==> src/rtl/bulk_in_packetiser.sv <==
// rtl/bulk_in_packetiser.sv - 32-bit word stream to USB BULK IN byte stream packetiser
// Holds one word, emits its valid bytes LSB first and cuts packets at frame end or MAX_PACKET_LENGTH.
module bulk_in_packetiser #(
  parameter int MAX_PACKET_LENGTH = 512
) (
  input  logic        clock,
  input  logic        arst_n,
  input  logic        s_tvalid,
  output logic        s_tready,
  input  logic        s_tlast,
  input  logic [3:0]  s_tkeep,
  input  logic [31:0] s_tdata,
  output logic        m_tvalid,
  input  logic        m_tready,
  output logic        m_tlast,
  output logic        m_tkeep,
  output logic [7:0]  m_tdata,
  output logic        err_o
);

  localparam int PCW = $clog2(MAX_PACKET_LENGTH);
  localparam logic [PCW-1:0] PC_MAX = PCW'(MAX_PACKET_LENGTH - 1);

  typedef enum logic {EMPTY, SEND} state_t;

  state_t         state_q, state_d;
  logic [1:0]     idx_q, idx_d;
  logic [1:0]     nm1_q, nm1_d;
  logic           last_q, last_d;
  logic [31:0]    data_q, data_d;
  logic [PCW-1:0] pc_q, pc_d;
  logic           err_q, err_d;

  logic [1:0] in_nm1;
  logic       keep_zero;
  logic       keep_legal;
  logic       last_byte;
  logic       accept;
  logic       xfer;

  // n-1 taken from the highest set keep bit; holes below it are still emitted
  always_comb begin
    in_nm1 = 2'd0;
    casez (s_tkeep)
      4'b1???: in_nm1 = 2'd3;
      4'b01??: in_nm1 = 2'd2;
      4'b001?: in_nm1 = 2'd1;
      default: in_nm1 = 2'd0;
    endcase
  end

  assign keep_zero  = (s_tkeep == 4'b0000);
  assign keep_legal = s_tlast ? (s_tkeep == 4'b0001 || s_tkeep == 4'b0011 ||
                                 s_tkeep == 4'b0111 || s_tkeep == 4'b1111)
                              : (s_tkeep == 4'b1111);

  assign last_byte = (idx_q == nm1_q);
  assign m_tvalid  = (state_q == SEND);
  assign m_tkeep   = m_tvalid;
  assign s_tready  = arst_n & (~m_tvalid | (m_tready & last_byte));
  assign accept    = s_tvalid & s_tready;
  assign xfer      = m_tvalid & m_tready;
  assign m_tlast   = m_tvalid & ((last_byte & last_q) | (pc_q == PC_MAX));
  assign err_o     = err_q;

  always_comb begin
    m_tdata = 8'h00;
    if (m_tvalid) begin
      case (idx_q)
        2'd0:    m_tdata = data_q[7:0];
        2'd1:    m_tdata = data_q[15:8];
        2'd2:    m_tdata = data_q[23:16];
        default: m_tdata = data_q[31:24];
      endcase
    end
  end

  always_comb begin
    state_d = state_q;
    idx_d   = idx_q;
    nm1_d   = nm1_q;
    last_d  = last_q;
    data_d  = data_q;
    pc_d    = pc_q;
    err_d   = err_q;
    if (xfer) begin
      pc_d = m_tlast ? '0 : pc_q + 1'b1;
      if (last_byte) begin
        state_d = EMPTY;
        idx_d   = 2'd0;
      end else begin
        idx_d = idx_q + 2'd1;
      end
    end
    // A new word can only arrive when the hold register is empty or draining its last byte
    if (accept) begin
      if (keep_zero) begin
        err_d = 1'b1;
      end else begin
        state_d = SEND;
        idx_d   = 2'd0;
        nm1_d   = in_nm1;
        last_d  = s_tlast;
        data_d  = s_tdata;
        if (!keep_legal) err_d = 1'b1;
      end
    end
  end

  always_ff @(posedge clock or negedge arst_n) begin
    if (!arst_n) begin
      state_q <= EMPTY;
      idx_q   <= 2'd0;
      nm1_q   <= 2'd0;
      last_q  <= 1'b0;
      data_q  <= 32'h0;
      pc_q    <= '0;
      err_q   <= 1'b0;
    end else begin
      state_q <= state_d;
      idx_q   <= idx_d;
      nm1_q   <= nm1_d;
      last_q  <= last_d;
      data_q  <= data_d;
      pc_q    <= pc_d;
      err_q   <= err_d;
    end
  end

endmodule

==> config.mk <==
export PLATFORM = sky130hd
export DESIGN_NAME = bulk_in_packetiser
export DESIGN_NICKNAME = d
export VERILOG_FILES = /design/src/rtl/bulk_in_packetiser.sv
export SDC_FILE = /design/constraint.sdc
export NUM_CORES = 1
export LEC_CHECK = 0
export BUFFER_PORTS_ARGS = -buffer_cell sky130_fd_sc_hd__buf_4
export CAP_MARGIN = 10
export CELL_PAD_IN_SITES_DETAIL_PLACEMENT = 1
export CELL_PAD_IN_SITES_GLOBAL_PLACEMENT = 1
export CORE_MARGIN = 3
export CORE_UTILIZATION = 43
export CTS_CLUSTER_DIAMETER = 120
export CTS_CLUSTER_SIZE = 12
export DETAILED_ROUTE_END_ITERATION = 10
export GPL_TIMING_DRIVEN = 0
export PLACE_DENSITY_LB_ADDON = 0.1
export SLEW_MARGIN = 10
export SYNTH_ARGS = -nofsm -noshare
export SYNTH_HDL_FRONTEND = slang
export SYNTH_SLANG_ARGS = --single-unit
export TNS_END_PERCENT = 30
==> constraint.sdc <==
create_clock -name clock -period 2 [get_ports clock]
set_clock_uncertainty 0.15 [all_clocks]
set_input_delay 0.1 -clock clock [delete_from_list [all_inputs] [get_ports clock]]
set_output_delay 0.1 -clock clock [all_outputs]
set_load 0.02 [all_outputs]
======== After elaboration in Yosys (flattened, before gate mapping) ========
Index checks and enable logic that the tools add are counted.
storage, ports and cells
  word-level logic and storage cells ...... 52
  register bits ........................... 48
  bits of input ports ..................... 41
  output and inout port bits .............. 13
operators by class
  equality and inequality tests ........... 11
  bitwise gates (word level) .............. 10
  add/sub/neg operators ................... 2
  reduce and logical (&&, ||, !) cells .... 7
  mux-type cells .......................... 15
operators with widths
  kind                 number
  $pmux 8 s3           1
  $add 9x1->9 const B  1
  $eq 9x9->1 const B   1
  $mux 9               1
  $mux 2               4
  $mux 8               1
  $mux 1               7
  $and 1x1->1          6
  $pmux 2 s3           1
  $eq 2x1->1 const B   2
  $eq 4x1->1 const B   1
  $eq 4x2->1 const B   1
  $eq 4x3->1 const B   1
  $eq 4x4->1 const B   1
  $logic_not 4->1      1
  $reduce_and 2->1     2
  $eq 3x1->1 const B   1
  $logic_or 1x1->1     3
  $add 2x1->2 const B  1
  $eq 2x2->1           1
  $eq 2x2->1 const B   1
  $logic_not 2->1      1
  $ne 2x2->1 const B   1
  $not 1->1            2
  $or 1x1->1           2

======== Logic depth before layout (Yosys ltp) ========
Gate-level depths: netlist of the first run.
  depth in word-level cells ............... 7
  depth in mapped cells ................... 8

======== Least setup slack after synthesis of the first run ========
Ideal clock, no wire load.
  path type ............................... reg2reg
  start point ............................. register idx_q[0]
  end point ............................... register data_q[0]
  slack ................................... 0.157 ns
  path buffers ............................ 2
  arrival ................................. 1.568 ns
  period minus slack after synthesis ...... 1.843 ns
  setup time .............................. 0.125 ns
  stages on the path, launching flop included .. 7
  cell sequence ........................... dfrtp_1 xor2_1 o31ai_4 nand2b_2 buf_6 buf_12 mux2_4
on the way
  word-level cells in the longest chain between the ends .. 6
RTL lines
  what                               line  text
  from (decl)                        27    logic [1:0] idx_q, idx_d;
  from (signal assigned)             121   idx_q <= idx_d;
  $eq 2x2->1                         57    assign last_byte = (idx_q == nm1_q);
  $and 1x1->1                        60    assign s_tready = arst_n & (~m_tvalid | (m_tready & last_byte));
  $or 1x1->1                         60
  $and 1x1->1                        60
  $and 1x1->1                        61    assign accept = s_tvalid & s_tready;
  $reduce_and 2->1 (no source line)  -
  to (signal assigned)               124   data_q <= data_d;
  to (decl)                          30    logic [31:0] data_q, data_d;
No other way between the ends.
A chain may end at the register's enable or synchronous reset.

======== Worst setup path after layout of the first run ========
  start point ............................. register idx_q[1]
  end point ............................... output m_tdata[5]
on the way
  word-level cells in the longest chain between the ends .. 3
  elaborated cells between the ends (all ways) .. 5
RTL lines
  what                                line  text
  $eq 2x2->1 (tied with other cells)  69    case (idx_q)
  $pmux 8 s3 *                        69
  $mux 8 *                            68    if (m_tvalid) begin
  to (decl)                           17    output logic [7:0] m_tdata,
Mark *: on every way between the ends. The rest lies on a longest branch, timed or not.

==> results of run 1 <==
==> how the worst min path moves through the flow <==
stage | start | to | slack, ns | depth (start not counted)
floorplan | arst_n | data_q[0] | -0.35 | 0
global placement | arst_n | err_o | 0.02 | 1
detailed placement | arst_n | err_o | 0.01 | 1
CTS | arst_n | err_o | -0.31 | 1
global route | arst_n | err_o | -0.30 | 1
finish | arst_n | err_o | -0.34 | 1
==> metal layers <==
metal	up-vias	routed length (microns)	global-route usage, %
met5	-	0	0
met4	0	263	9.14
met3	27	381	4.61
met2	81	4030	44.8
met1	1056	3140	30.4
li1	937	-	-
==> state kept, by name, summed over array words and instances (netlist names) <==
register and count:
data_q 32, pc_q 9, idx_q 2, nm1_q 2
err_o 1, last_q 1, m_tkeep 1
==> cell usage in the layout (no fill, tap or decap), types with 3 or more instances in the layout <==
master         Yosys  final
nor2_1             7      7
mux2_2             7      7
buf_6              1     11
inv_1              8      6
mux2_4            26     26
and2_4             0      3
clkbuf_8           0      7
nand2_1           23     22
ha_2               0      3
o21ai_1            0      7
a21oi_1            3      3
buf_12             3      4
xor2_1             5      3
clkbuf_1           6      3
a222oi_1           8      8
dlygate4sd3_1      0     38
buf_4              1     56
and2_1            11      8
dfrtp_1           48     47
o21ai_0           17     10
==> power by group through the flow <==
stage          sequential [mW]  clock, mW  combinational (mW)
2_1_floorplan             1.68          0                1.59
3_3_place_gp              1.76          0                2.20
3_5_place_dp              1.79          0                2.26
4_1_cts                   1.79      0.604                2.72
5_1_grt                   1.88      0.670                3.25
6_report                  1.83      0.625                3.02
==> timing repair <==
item | 4_1_cts | 5_1_grt
pin swaps | 9 | 11
endpoints found under the setup margin | 36 | 39
setup buffers | 6 | 7
cloned | 0 | 1
hold endpoints to repair | 85 | 48
resized for setup | 38 | 9
==> cells in the mapped netlist, types with 3 or more instances <==
cell	instances
mux2_2	7
a222oi_1	8
mux2_4	26
and3_1	3
dfrtp_1	48
xor2_1	5
o21ai_0	17
and2_1	11
nor2_1	7
a21oi_1	3
clkbuf_1	6
ha_1	6
buf_12	3
inv_1	8
nand2_1	23
nand3_1	4
==> metrics by stage <==
| step | hold WS [ns] | total power [mW] | TNS (ns) | area [sq um] | utilization [%] |
|---|---|---|---|---|---|
| after floorplan | -0.346 | 3.27 | 0 | 2460 | - |
| after global placement | 0.0189 | 3.96 | -1.19 | 2950 | 55.3 |
| after detailed placement | 0.0134 | 4.06 | -2.28 | 2950 | 55.3 |
| after CTS | -0.307 | 5.11 | -2.83 | 3590 | 67.3 |
| after global routing | -0.299 | 5.80 | -10.02 | 3700 | 69.3 |
| final | -0.336 | 5.48 | -6.85 | 3700 | 69.3 |
==> logic make-up (layout without fill, tap and decap cells) <==
family / Yosys count / after routing / synth area share [%]
adders and majority gates: 6 / 6 / 3.05
AOI/OAI and AO/OA: 37 / 37 / 10.8
xor gates and xnor gates: 5 / 5 / 1.78
DFF: 48 / 48 / 48.8
muxes: 34 / 34 / 19.5
buffers and inverters: 19 / 129 / 5.33
and+or+nand+nor: 55 / 55 / 10.9
==> worst max-delay path: stages, from the launching register on <==
cell and delay (ns):
dfrtp_1 0.41, inv_1 0.13, ha_2 0.27, a222oi_1 0.44
o21ai_1 0.11, and2_1 0.19, buf_6 0.13
==> layout make-up <==
class | instances | share of cell area [%]
buffer | 8 | 2.98
sequential | 48 | 32.5
inverter | 8 | 0.812
tap | 70 | 2.37
multi-input combinational | 137 | 33.4
timing repair buffer | 105 | 25.5
clock buffer | 8 | 2.44
==> impl_metrics.ini, run 1 <==
[run_status]
status = finished, violations left
violations = negative hold slack, negative setup slack

[cells_and_area]
seqCellArea_sq_um = 1200
multi_input_area_sq_um = 1230
n_antenna_cell = 0
fillers = 533
drive_above_1_share_pct = 42.4
finalNetCount = 360
stdcell_count = 384
area_growth_pct = 50.0

[floorplan]
die_y_microns = 81.7
dieArea_sq_um = 6670
initial_core_util_pct = 46.2
coreArea_sq_um = 5340
die_x_microns = 81.7
rows = 26
io_pins = 54

[sta]
setup_slack_ns = -0.233
finalSetupViolCount = 45
drv_slew = 0
period_minus_slack_ns = 2.23
whs_ns = -0.336
tightest_slew_ns = 0.653
finalHoldViolCount = 48
slew_headroom_pct = 56.5
fmax_mhz = 448
rsz0062_at_grt = yes
fin_crit_sh_pct = 112

[worst_setup_path]
startpoint_type = register
crit_start = idx_q[1]
path_class = register to primary output
cp.required_ns = 1.75
crit_arrival_ns = 1.98
cp-endpoint = m_tdata[5]
rrSetupSlack_ns = -0.19
crit_fanout = 8
cp-end-kind = primary output
worst_r2r_path_depth = 8
r2r_end = last_q
r2r_start = idx_q[0]

[clock_tree]
cts_tree = yes
clkTransAtPathRegs_ns = 0.09
clock_sinks = 48
cts_buffers = 5
htree_num_levels = 2
insertion_delay_ns = 0.30
clockBufferDepth = 2
ctsRootBufferMaster = clkbuf_8
cts_hold_buffers = 38

[yosys]
synth_cell_type_count = 32
synth_top_cell_by_area = dfrtp_1
ys_seq_area_share_pct = 48.8
postSynthAreaPerCell_sq_um = 12.1
synth_edf_count = 0
synth-seq-cells = 48
synth.top_cell.area_share_pct = 48.8
synth_area_leaders = dfrtp_1, mux2_4, nand2_1, o21ai_0, a222oi_1
synth-async-reset-ratio_pct = 100
syn_nets = 251
yosysWarnings = 0
synth_area_sq_um = 2460
synthCells = 204
synth_top_flop_cell = dfrtp_1

[route]
dr.pass1.iters = 5
viasPerCell = 5.47
wire_per_inst_microns = 20.3
drc = 0
drtAntennaViolNets = 0
initialDrtViolationCount = 85
vias = 2101
routed_wl_microns = 7810

[run]
cap_violations = 0

[placed_design]
port_buffers = 53
pre_cts_ws_ns = -0.271
dp_hpwl_microns = 4340
placedCellCount = 327
gp_congestion = 0.817

[pwr]
comb_power_share_pct = 55.2
switching_share_pct = 38.7
power.density_nw_per_um2 = 1480
vdd_drop_max_uv = 957
p_int_mw = 3.36
p_sw_mw = 2.12
pwr-share-clk_pct = 11.4
p_seq_share_pct = 33.4
p_leak_nw = 1.76

[global_routing]
grt_use_total_pct = 25.2
grt_max_degree = 52
grt_overflow = 0
antenna_found_initial = 0
grt_pass1_wl_microns = 12200
grt_pass1_vias = 2337

[min_path]
hold_path_class = input pin to async pin
Note: power is estimated with default switching activity, not from simulation.
==> run 2, diff against run 1 <==
--- a/config.mk
+++ b/config.mk
@@ -5,12 +5,13 @@
 export SDC_FILE = /design/constraint.sdc
 export NUM_CORES = 1
 export LEC_CHECK = 0
+export ABC_AREA = 1
 export BUFFER_PORTS_ARGS = -buffer_cell sky130_fd_sc_hd__buf_4
 export CAP_MARGIN = 10
 export CELL_PAD_IN_SITES_DETAIL_PLACEMENT = 1
 export CELL_PAD_IN_SITES_GLOBAL_PLACEMENT = 1
 export CORE_MARGIN = 3
-export CORE_UTILIZATION = 43
+export CORE_UTILIZATION = 40
 export CTS_CLUSTER_DIAMETER = 120
 export CTS_CLUSTER_SIZE = 12
 export DETAILED_ROUTE_END_ITERATION = 10
==> impl_metrics.ini, run 2 <==
[run_status]
status = completed

[sta]
drv_slew = 0
whs_ns = 0.0342
rsz0062_at_grt = yes
setup_slack_ns = 0.0434
finalSetupViolCount = 0
fmax_mhz = 511
final.setup.tns_ns = 0
tightest_slew_ns = 0.474
fin_crit_sh_pct = 97.8
finalHoldViolCount = 0
slew_headroom_pct = 68.4
period_minus_slack_ns = 1.96

[clock_tree]
cts_buffers = 5
htree_num_levels = 2
clkTransAtPathRegs_ns = 0.09
ctsRootBufferMaster = clkbuf_8
clockBufferDepth = 2
clock_sinks = 48
insertion_delay_ns = 0.30
cts_tree = yes

[cells_and_area]
n_antenna_cell = 0
drive_above_1_share_pct = 31.6
utilization_pct = 60.7
fin_area_sq_um = 3700
final_common_cell = nand2_1
area_growth_pct = 43.6
largest_reg_flops = 32
finalNetCount = 448
stdcell_count = 477
top_register = data_q
largest_registers = data_q x32, pc_q x9
final_cell_mix = nand2_1, buf_4, dfrtp_1, dlygate4sd3_1, nand3_1

[route]
wire_per_inst_microns = 16.3
drc = 0
dr.pass1.iters = 4
drtAntennaViolNets = 0
routed_wl_microns = 7760
viasPerCell = 5.16
vias = 2463
initialDrtViolationCount = 89

[yosys]
yosysMostFrequentCell = nand2_1
synth_top_flop_cell = dfrtp_1
synth_top_cell_by_area = dfrtp_1
ys_seq_area_share_pct = 46.6
synth-async-reset-ratio_pct = 100
yosysWarnings = 0
synth_cell_type_count = 29
synth-seq-cells = 48
synth_edf_count = 0
synth.top_cell.area_share_pct = 46.6
synth_area_leaders = dfrtp_1, nand2_1, nand3_2, nand3_1, ha_1
synth_area_sq_um = 2580
synthCells = 303
yosys-top-cells-count = nand2_1, dfrtp_1, nand3_1
syn_nets = 350
postSynthAreaPerCell_sq_um = 8.51

[placed_design]
placed_area_sq_um = 3070
port_buffers = 53
gp_congestion = 0.770
dp_hpwl_microns = 5270
placedCellCount = 431
pre_cts_ws_ns = 0.0485

[pwr]
p_seq_share_pct = 37.4
switching_share_pct = 40.7
p_leak_nw = 1.84
pwr-share-clk_pct = 16.7
vdd_drop_max_uv = 601
p_int_mw = 2.74
power.density_nw_per_um2 = 1250
comb_power_share_pct = 45.9
finalPower_mw = 4.61
p_sw_mw = 1.88

[floorplan]
initial_core_util_pct = 42.3
coreArea_sq_um = 6100
dieArea_sq_um = 7440
die_x_microns = 86.3
die_y_microns = 86.3
rows = 28
io_pins = 54

[global_routing]
antenna_found_initial = 0
grt_overflow = 0
grt_use_total_pct = 22.0
grt_max_degree = 51
grt_pass1_wl_microns = 12800
grt_pass1_vias = 2635

[worst_setup_path]
crit_arrival_ns = 1.71
crit_fanout = 4
rrSetupSlack_ns = 0.08
path_class = register to primary output
cp.required_ns = 1.75
startpoint_type = register
cp-end-kind = primary output

[run]
cap_violations = 0

[min_path]
hold_path_class = input pin to register
## run 2: cell types whose count changed after synthesis, sizes merged, moves of 11 or more
cell,delta
nand2,+93
and2,-11
mux2,-33
nand3,+38
inv,+13
## run 2: kinds of logic after synthesis
kind of cell,Yosys count,share of synthesized area (%)
buffers and inverters,37,7.96
AND/OR/NAND/NOR,174,34.0
AO/OA/AOI/OAI,34,7.18
XOR/XNOR,4,1.36
flip-flops,48,46.6
adder cells (fa/ha/maj),6,2.91
## run 2: final cells by class
cell class	count	area [sq um]
Clock buffer	7	96.3
Sequential cell	48	1200
Timing Repair Buffer	95	816
Multi-Input combinational cell	218	1270
Tap cell	75	93.8
Clock inverter	1	30.0
Inverter	21	78.8
Fill cell	715	2390
Buffer	12	114
## run 2: what timing repair did
action | in CTS | in global routing
gates cloned | 0 | 0
pin swaps | 5 | 4
hold buffers | 38 | 0
gates resized for setup | 17 | 16
setup endpoints to repair | 9 | 45
setup buffers | 4 | 0
endpoints found under the hold margin | 87 | 0
## run 2: power groups by stage
stage | Clock (mW) | Sequential (mW) | Combinational (mW)
2_1_floorplan | 0 | 1.61 | 1.25
3_3_place_gp | 0 | 1.68 | 1.82
3_5_place_dp | 0 | 1.70 | 1.87
4_1_cts | 0.791 | 1.70 | 2.03
5_1_grt | 0.818 | 1.77 | 2.35
6_report | 0.770 | 1.72 | 2.12
## run 2: worst paths after layout
check                        endpoint  cells after the start       start
max                           m_tlast                      8     pc_q[6]
min                          nm1_q[0]                      5  s_tkeep[1]
min in group asynchronous  data_q[16]                      2      arst_n
min reg2reg                     err_o                      2       err_o
max reg2reg                   pc_q[7]                     11     pc_q[6]
max in group asynchronous    idx_q[0]                      2      arst_n
## run 2: worst max-delay path, cell delays in order (launching register included)
cell and delay, ns:
dfrtp_1 0.40, nand2_1 0.13, nor4_4 0.29, ha_2 0.22, inv_2 0.03, nand2_2 0.06, inv_2 0.06, nor2_2 0.09
buf_6 0.12
## run 2: metal layers
layer	global-route usage, %	share of wire (%)	routed length, microns	vias up
li1	-	-	-	1172
met1	27.1	43	3330	1242
met2	40.6	53	4140	44
met3	3.33	3.0	233	5
met4	4.67	0.68	53	0
met5	0	0	0	-
